File: src/rtl/uart_pkg.sv
`default_nettype none
// ============================================================================
// Module   : uart_pkg
// Desc     : Shared state encoding, parity modes and RX FIFO entry layout
// Revision : 1.0
// ============================================================================
package uart_pkg;

    typedef enum logic [2:0] {
        ST_IDLE   = 3'd0,
        ST_START  = 3'd1,
        ST_DATA   = 3'd2,
        ST_PARITY = 3'd3,
        ST_STOP   = 3'd4
    } uart_state_t;

    localparam int PAR_NONE = 0;
    localparam int PAR_EVEN = 1;
    localparam int PAR_ODD  = 2;

    typedef struct packed {
        logic [7:0] data;
        logic       perr;
        logic       ferr;
    } rx_entry_t;

    // Caller masks unused upper bits so they cannot disturb the result.
    function automatic logic calc_parity(input logic [7:0] d, input int mode);
        return (mode == PAR_ODD) ? ~(^d) : (^d);
    endfunction

endpackage
`default_nettype wire

File: src/rtl/uart_sync_fifo.sv
`default_nettype none
// ============================================================================
// Module   : uart_sync_fifo
// Desc     : First-word-fall-through FIFO with wrap-bit pointers
// Revision : 1.0
// ============================================================================
module uart_sync_fifo #(
    parameter int WIDTH = 8,
    parameter int DEPTH = 8
) (
    input  logic             clk_i,
    input  logic             rst_ni,
    input  logic             push_i,
    input  logic [WIDTH-1:0] wdata_i,
    input  logic             pop_i,
    output logic [WIDTH-1:0] rdata_o,
    output logic             full_o,
    output logic             empty_o
);
    localparam int AW = $clog2(DEPTH);

    logic [AW:0]      wr_ptr_q, rd_ptr_q;
    logic [WIDTH-1:0] mem_q [DEPTH];
    logic             do_push, do_pop;

    assign empty_o = (wr_ptr_q == rd_ptr_q);
    assign full_o  = (wr_ptr_q[AW] != rd_ptr_q[AW]) &&
                     (wr_ptr_q[AW-1:0] == rd_ptr_q[AW-1:0]);
    assign do_pop  = pop_i && !empty_o;
    // A pop in the same cycle frees the slot, so a full FIFO still accepts.
    assign do_push = push_i && (!full_o || do_pop);
    assign rdata_o = mem_q[rd_ptr_q[AW-1:0]];

    always_ff @(posedge clk_i or negedge rst_ni) begin
        if (!rst_ni) begin
            wr_ptr_q <= '0;
            rd_ptr_q <= '0;
        end else begin
            if (do_push) wr_ptr_q <= wr_ptr_q + 1'b1;
            if (do_pop)  rd_ptr_q <= rd_ptr_q + 1'b1;
        end
    end

    always_ff @(posedge clk_i) begin
        if (do_push) mem_q[wr_ptr_q[AW-1:0]] <= wdata_i;
    end

endmodule
`default_nettype wire

File: src/rtl/uart_fifo_ext.sv
`default_nettype none
// ============================================================================
// Module   : uart_fifo_ext
// Desc     : Parametrised UART, 16x oversampled RX, RX/TX FIFOs
// Revision : 1.0
// ============================================================================
module uart_fifo_ext
    import uart_pkg::*;
#(
    parameter int CLK_FREQ   = 50_000_000,
    parameter int BAUD_RATE  = 9600,
    parameter int OS_DIV     = CLK_FREQ / (BAUD_RATE * 16),
    parameter int DATA_BITS  = 8,
    parameter int PARITY     = 0,
    parameter int STOP_BITS  = 1,
    parameter int FIFO_DEPTH = 8
) (
    input  logic       CLK,
    input  logic       RST_N,
    input  logic       rx_serial,
    output logic       tx_serial,
    output logic [7:0] rx_data,
    output logic       rx_perr,
    output logic       rx_ferr,
    output logic       rx_valid,
    input  logic       rx_ready,
    output logic       rx_overrun,
    input  logic       ovr_clr,
    input  logic [7:0] tx_data,
    input  logic       tx_valid,
    output logic       tx_ready,
    output logic       tx_busy,
    output logic [5:0] dbg_uart_state
);
    localparam int            CW         = $clog2(OS_DIV);
    localparam logic [CW-1:0] TICK_MAX   = CW'(OS_DIV - 1);
    localparam logic [7:0]    DMASK      = 8'(16'h00FF >> (8 - DATA_BITS));
    localparam logic [2:0]    LAST_DBIT  = 3'(DATA_BITS - 1);
    localparam logic [2:0]    LAST_SBIT  = 3'(STOP_BITS - 1);
    localparam uart_state_t   AFTER_DATA = (PARITY != PAR_NONE) ? ST_PARITY : ST_STOP;

    logic [CW-1:0] tick_cnt_q;
    logic          tick;
    logic          rx_meta_q, rx_sync_q;

    uart_state_t rx_state_q, rx_state_d, tx_state_q, tx_state_d;
    logic [3:0]  rx_s_q, rx_s_d, tx_s_q, tx_s_d;
    logic [2:0]  rx_bit_q, rx_bit_d, tx_bit_q, tx_bit_d;
    logic [1:0]  rx_smp_q, rx_smp_d;
    logic [7:0]  rx_sh_q, rx_sh_d, tx_sh_q, tx_sh_d;
    logic        rx_perr_q, rx_perr_d, rx_ovr_q, rx_ovr_d;
    logic        tx_par_q, tx_par_d, tx_ser_q, tx_ser_d;
    logic        rx_maj, rx_push, rx_pop, rx_full, rx_empty;
    logic        tx_push, tx_pop, tx_load, tx_full, tx_empty;
    logic [7:0]  tx_head;
    rx_entry_t   rx_wr, rx_head;

    assign tick   = (tick_cnt_q == TICK_MAX);
    assign rx_maj = (rx_smp_q[0] & rx_smp_q[1]) | (rx_smp_q[0] & rx_sync_q) |
                    (rx_smp_q[1] & rx_sync_q);
    assign rx_wr  = '{data: rx_sh_q, perr: rx_perr_q, ferr: ~rx_maj};
    assign rx_pop = rx_ready && !rx_empty;

    always_comb begin
        rx_state_d = rx_state_q;
        rx_s_d     = rx_s_q;
        rx_bit_d   = rx_bit_q;
        rx_smp_d   = rx_smp_q;
        rx_sh_d    = rx_sh_q;
        rx_perr_d  = rx_perr_q;
        rx_push    = 1'b0;
        if (tick) begin
            rx_s_d = rx_s_q + 4'd1;
            if (rx_s_q == 4'd7) rx_smp_d[0] = rx_sync_q;
            if (rx_s_q == 4'd8) rx_smp_d[1] = rx_sync_q;
            case (rx_state_q)
                ST_IDLE: begin
                    rx_s_d = 4'd0;
                    if (!rx_sync_q) begin
                        rx_state_d = ST_START;
                        rx_bit_d   = 3'd0;
                        rx_sh_d    = 8'd0;
                        rx_perr_d  = 1'b0;
                    end
                end
                ST_START: begin
                    if (rx_s_q == 4'd9 && rx_maj) rx_state_d = ST_IDLE;
                    else if (rx_s_q == 4'd15)     rx_state_d = ST_DATA;
                end
                ST_DATA: begin
                    if (rx_s_q == 4'd9) rx_sh_d[rx_bit_q] = rx_maj;
                    if (rx_s_q == 4'd15) begin
                        rx_bit_d = rx_bit_q + 3'd1;
                        if (rx_bit_q == LAST_DBIT) rx_state_d = AFTER_DATA;
                    end
                end
                ST_PARITY: begin
                    if (rx_s_q == 4'd9)  rx_perr_d  = rx_maj ^ calc_parity(rx_sh_q, PARITY);
                    if (rx_s_q == 4'd15) rx_state_d = ST_STOP;
                end
                ST_STOP: begin
                    // Only the first stop bit is checked; return early to resync.
                    if (rx_s_q == 4'd9) begin
                        rx_push    = 1'b1;
                        rx_state_d = ST_IDLE;
                    end
                end
                default: rx_state_d = ST_IDLE;
            endcase
        end
    end

    always_comb begin
        rx_ovr_d = rx_ovr_q;
        if (ovr_clr) rx_ovr_d = 1'b0;
        if (rx_push && rx_full && !rx_pop) rx_ovr_d = 1'b1;
    end

    always_comb begin
        tx_state_d = tx_state_q;
        tx_s_d     = tx_s_q;
        tx_bit_d   = tx_bit_q;
        tx_sh_d    = tx_sh_q;
        tx_par_d   = tx_par_q;
        tx_load    = 1'b0;
        if (tick) begin
            tx_s_d = tx_s_q + 4'd1;
            case (tx_state_q)
                ST_IDLE: begin
                    tx_s_d  = 4'd0;
                    tx_load = !tx_empty;
                end
                ST_START: if (tx_s_q == 4'd15) tx_state_d = ST_DATA;
                ST_DATA: begin
                    if (tx_s_q == 4'd15) begin
                        tx_sh_d  = tx_sh_q >> 1;
                        tx_bit_d = tx_bit_q + 3'd1;
                        if (tx_bit_q == LAST_DBIT) begin
                            tx_bit_d   = 3'd0;
                            tx_state_d = AFTER_DATA;
                        end
                    end
                end
                ST_PARITY: if (tx_s_q == 4'd15) tx_state_d = ST_STOP;
                ST_STOP: begin
                    if (tx_s_q == 4'd15) begin
                        tx_bit_d = tx_bit_q + 3'd1;
                        if (tx_bit_q == LAST_SBIT) begin
                            tx_state_d = ST_IDLE;
                            tx_load    = !tx_empty;
                        end
                    end
                end
                default: tx_state_d = ST_IDLE;
            endcase
            // Back-to-back frames: the next start bit follows the last stop bit directly.
            if (tx_load) begin
                tx_state_d = ST_START;
                tx_s_d     = 4'd0;
                tx_bit_d   = 3'd0;
                tx_sh_d    = tx_head & DMASK;
                tx_par_d   = calc_parity(tx_head & DMASK, PARITY);
            end
        end
        case (tx_state_d)
            ST_START:  tx_ser_d = 1'b0;
            ST_DATA:   tx_ser_d = tx_sh_d[0];
            ST_PARITY: tx_ser_d = tx_par_d;
            default:   tx_ser_d = 1'b1;
        endcase
    end

    assign tx_pop  = tx_load;
    assign tx_push = tx_valid && tx_ready;

    always_ff @(posedge CLK or negedge RST_N) begin
        if (!RST_N) begin
            tick_cnt_q <= '0;
            rx_meta_q  <= 1'b1;
            rx_sync_q  <= 1'b1;
            rx_state_q <= ST_IDLE;
            rx_s_q     <= 4'd0;
            rx_bit_q   <= 3'd0;
            rx_smp_q   <= 2'b11;
            rx_sh_q    <= 8'd0;
            rx_perr_q  <= 1'b0;
            rx_ovr_q   <= 1'b0;
            tx_state_q <= ST_IDLE;
            tx_s_q     <= 4'd0;
            tx_bit_q   <= 3'd0;
            tx_sh_q    <= 8'd0;
            tx_par_q   <= 1'b0;
            tx_ser_q   <= 1'b1;
        end else begin
            tick_cnt_q <= tick ? '0 : tick_cnt_q + 1'b1;
            rx_meta_q  <= rx_serial;
            rx_sync_q  <= rx_meta_q;
            rx_state_q <= rx_state_d;
            rx_s_q     <= rx_s_d;
            rx_bit_q   <= rx_bit_d;
            rx_smp_q   <= rx_smp_d;
            rx_sh_q    <= rx_sh_d;
            rx_perr_q  <= rx_perr_d;
            rx_ovr_q   <= rx_ovr_d;
            tx_state_q <= tx_state_d;
            tx_s_q     <= tx_s_d;
            tx_bit_q   <= tx_bit_d;
            tx_sh_q    <= tx_sh_d;
            tx_par_q   <= tx_par_d;
            tx_ser_q   <= tx_ser_d;
        end
    end

    uart_sync_fifo #(.WIDTH($bits(rx_entry_t)), .DEPTH(FIFO_DEPTH)) u_rx_fifo (
        .clk_i   (CLK),
        .rst_ni  (RST_N),
        .push_i  (rx_push),
        .wdata_i (rx_wr),
        .pop_i   (rx_pop),
        .rdata_o (rx_head),
        .full_o  (rx_full),
        .empty_o (rx_empty)
    );

    uart_sync_fifo #(.WIDTH(8), .DEPTH(FIFO_DEPTH)) u_tx_fifo (
        .clk_i   (CLK),
        .rst_ni  (RST_N),
        .push_i  (tx_push),
        .wdata_i (tx_data),
        .pop_i   (tx_pop),
        .rdata_o (tx_head),
        .full_o  (tx_full),
        .empty_o (tx_empty)
    );

    assign tx_serial      = tx_ser_q;
    assign rx_data        = rx_head.data;
    assign rx_perr        = rx_head.perr;
    assign rx_ferr        = rx_head.ferr;
    assign rx_valid       = !rx_empty;
    assign rx_overrun     = rx_ovr_q;
    assign tx_ready       = !tx_full;
    assign tx_busy        = !tx_empty || (tx_state_q != ST_IDLE);
    assign dbg_uart_state = {tx_state_q, rx_state_q};

endmodule
`default_nettype wire

File: config.mk
export PLATFORM = sky130hd
export DESIGN_NAME = uart_fifo_ext
export DESIGN_NICKNAME = d
export VERILOG_FILES = /design/src/rtl/uart_pkg.sv /design/src/rtl/uart_sync_fifo.sv /design/src/rtl/uart_fifo_ext.sv
export SDC_FILE = /design/constraint.sdc
export NUM_CORES = 1
export LEC_CHECK = 0
export ABC_AREA = 1
export CAP_MARGIN = 20
export CORE_MARGIN = 5
export CORE_UTILIZATION = 40
export DETAILED_ROUTE_END_ITERATION = 8
export PLACE_DENSITY = 0.56
export SYNTH_ARGS = -nofsm -noshare
export SYNTH_HDL_FRONTEND = slang
export SYNTH_SLANG_ARGS = --single-unit
File: constraint.sdc
create_clock -name CLK -period 6.7 [get_ports CLK]
set_input_delay 1.34 -clock CLK [delete_from_list [all_inputs] [get_ports CLK]]
set_output_delay 1.34 -clock CLK [all_outputs]
set_load 0.005 [all_outputs]
==> impl_metrics.ini <==
[run_status]
status = finished, final reports clean

[synthesis]
syn_area_per_cell_sq_um = 9.91
ys_async_sr_fraction = 0.324
yosys.area.top_type = edfxtp_1
synth_warnings = 0
synth_area_leaders = edfxtp_1, dfrtp_1, nand2_1
synthFlopType = edfxtp_1
synth-edff-count = 144
netlist_area_sq_um = 9920
synth_top_area_frac = 0.436
synth_cells = 1001
ys_ff_latch = 213
ys_seq_area_frac = 0.611
synth_nets = 1030
yosysUniqueCellTypes = 46

[floorplan]
coreArea_sq_um = 24400
die_x_um = 167
die_h_um = 167
ios = 35
initial_utilization = 0.407
dieArea_sq_um = 28000
rows = 57

[setup_path]
end_kind = output port
cp_max_fo = 43
startpoint = u_rx_fifo.rd_ptr_q[0]
r2r-start = u_rx_fifo.rd_ptr_q[1]
r2r_slack_ps = 3800
r2r_cells = 7
start_kind = flop
cp_data_required_time_ps = 5360
slowest_stage = inv_1
slowest_delay_ps = 800
endpoint = rx_data[2]
rr_endpoint = u_rx_fifo.mem_q[6][4]
cp_cell_sequence = buf_4 -> inv_1 -> o21ai_0 -> o22ai_1 -> nor2_1 -> a31oi_1 -> clkdlybuf4s50_1
cp_data_arrival_time_ps = 3120
crit_type = reg2out

[route]
vias = 6733
drtPass1Iterations = 5
final_antenna_net_count = 0
drt-initial-drc-count = 467
remaining_drc_errors = 0
wirelength_um = 20700
vias_per_cell = 4.89
wl_per_cell_um = 15.0

[layout]
nNetsFinal = 1067
final_cell_mix = nand2_1, edfxtp_1, inv_1
final_cells = 1378
diodes = 0
final_common_cell = nand2_1
final_area_sq_um = 11300
drive_gt1_frac = 0.0787
area_growth_pct = 14.3

[sta]
timing.setup.tns_ps = 0
fin_crit_ps = 4460
worstMarginPinSlew_ps = 1070
finalHoldViolations = 0
setup_viol = 0
slew_viol_final = 0
relSlewSlack = 0.281
fmax_mhz = 224
fin_skew_ps = 11.8
post-route-period-util = 0.666
rsz0062_at_grt = no

[clock_tree]
cts_hold_buf = 0
clk_latency_ps = 500
path_clk_slew_ps = 60
ctsLongestPathBuffers = 3
post-cts-setup-buffer-count = 0
cts.sinks = 213
post_cts_resized = 0
htree_num_levels = 1
cts_tree = yes
cts_made_buffers = 23
root_buffer = clkbuf_16

[placed_design]
placed_cells = 1337
portBuffers = 34
dp_hpwl_um = 13400
post_dp_cell_area_sq_um = 10600
gp_congestion = 0.828

[pwr]
ir_worst_vdd_mv = 0.148
power_density_nw_per_um2 = 318
leakagePower_nw = 4.86

[global_route]
first_global_vias = 6474
grt_pass1_wl_um = 33900
grt_max_degree = 70
gr-total-overflow = 0
grt_antenna_before_repair = 0
grt_usage = 0.147

[run]
drv_cap = 0

[min_path]
min_path_type = reg2reg
[worst min-delay path by stage]
stage                    from         to  slack, ps  depth (start not counted)
floorplan           rx_meta_q  rx_sync_q        350                          0
global placement    rx_meta_q  rx_sync_q        350                          0
detailed placement  rx_meta_q  rx_sync_q        350                          0
CTS                 rx_meta_q  rx_sync_q        360                          0
global route        rx_meta_q  rx_sync_q        360                          0
finish              rx_meta_q  rx_sync_q        360                          0
[Yosys cell counts (5+ instances only)]
| library cell | instances |
|---|---|
| a21oi_1 | 12 |
| nor2_1 | 107 |
| xor2_1 | 17 |
| nand3_1 | 55 |
| nor2_4 | 9 |
| edfxtp_1 | 144 |
| dfstp_2 | 5 |
| dfrtp_1 | 64 |
| clkbuf_1 | 14 |
| nand2_1 | 229 |
| o21ai_0 | 79 |
| nand4_1 | 7 |
| nand2_2 | 5 |
| inv_1 | 116 |
| a31oi_1 | 13 |
| buf_2 | 9 |
| ha_1 | 15 |
| buf_6 | 6 |
| o22ai_1 | 12 |
| xnor2_1 | 12 |
| nor3_1 | 20 |
| o21ai_1 | 9 |
| a32o_1 | 9 |
[report_power, final]
part	internal [W]	switching [W]
clock	0.000823	0.000494
combinational	0.000295	0.000460
sequential	0.00149	0.0000470
[through the flow]
| stage | total power (W) | hold WS [ps] | utilization | setup WS (ps) |
|---|---|---|---|---|
| after floorplan | 0.00204 | 345 | - | 3930 |
| final | 0.00361 | 355 | 0.465 | 2240 |
| after global placement | 0.00231 | 346 | 0.433 | 2880 |
| after detailed placement | 0.00232 | 347 | 0.433 | 2800 |
| after CTS | 0.00365 | 356 | 0.465 | 2240 |
| after global routing | 0.00380 | 357 | 0.465 | 1980 |
[logic make-up after synthesis]
| group | after synthesis | share of synthesized area |
|---|---|---|
| xor+xnor | 29 | 0.0256 |
| simple gates | 448 | 0.197 |
| compound gates | 141 | 0.0811 |
| flops | 213 | 0.611 |
| fa+ha+maj | 15 | 0.0189 |
| buf+inv | 153 | 0.0645 |
| mux | 2 | 0.00215 |
[critical path, delay by kind of cell (launching register included)]
| kind | cells | cell delay [ps] |
|---|---|---|
| buffers and inverters | 3 | 1600 |
| AOI/OAI and AO/OA | 3 | 590 |
| DFF | 1 | 360 |
| and+or+nand+nor | 1 | 60 |
[routing by layer]
metal | GRT usage | share of wire | up-vias
met5 | 0 | 0 | -
met1 | 0.203 | 0.46 | 3176
met3 | 0.0252 | 0.046 | 23
met4 | 0.0296 | 0.017 | 0
li1 | - | - | 3420
met2 | 0.248 | 0.48 | 114
[registers in the layout (all words and copies together) (netlist names), 2 cells and up]
register	count
rx_bit_q	3
tx_state_q	3
tx_bit_q	3
u_rx_fifo.wr_ptr_q	4
u_rx_fifo.rd_ptr_q	4
u_tx_fifo.rd_ptr_q	4
u_tx_fifo.wr_ptr_q	4
u_rx_fifo.mem_q	80
tx_sh_q	8
rx_smp_q	2
rx_state_q	3
tx_s_q	4
rx_sh_q	8
u_tx_fifo.mem_q	64
tick_cnt_q	9
rx_s_q	4
[area by class of cell]
| cell class | instances | area [sq um] |
|---|---|---|
| Sequential cell | 213 | 6060 |
| Clock buffer | 29 | 598 |
| Inverter | 122 | 465 |
| Fill cell | 2317 | 13100 |
| Timing Repair Buffer | 43 | 405 |
| Tap cell | 324 | 405 |
| Clock inverter | 12 | 186 |
| Multi-Input combinational cell | 635 | 3220 |
No activity file was read; power rests on OpenSTA's default activity.
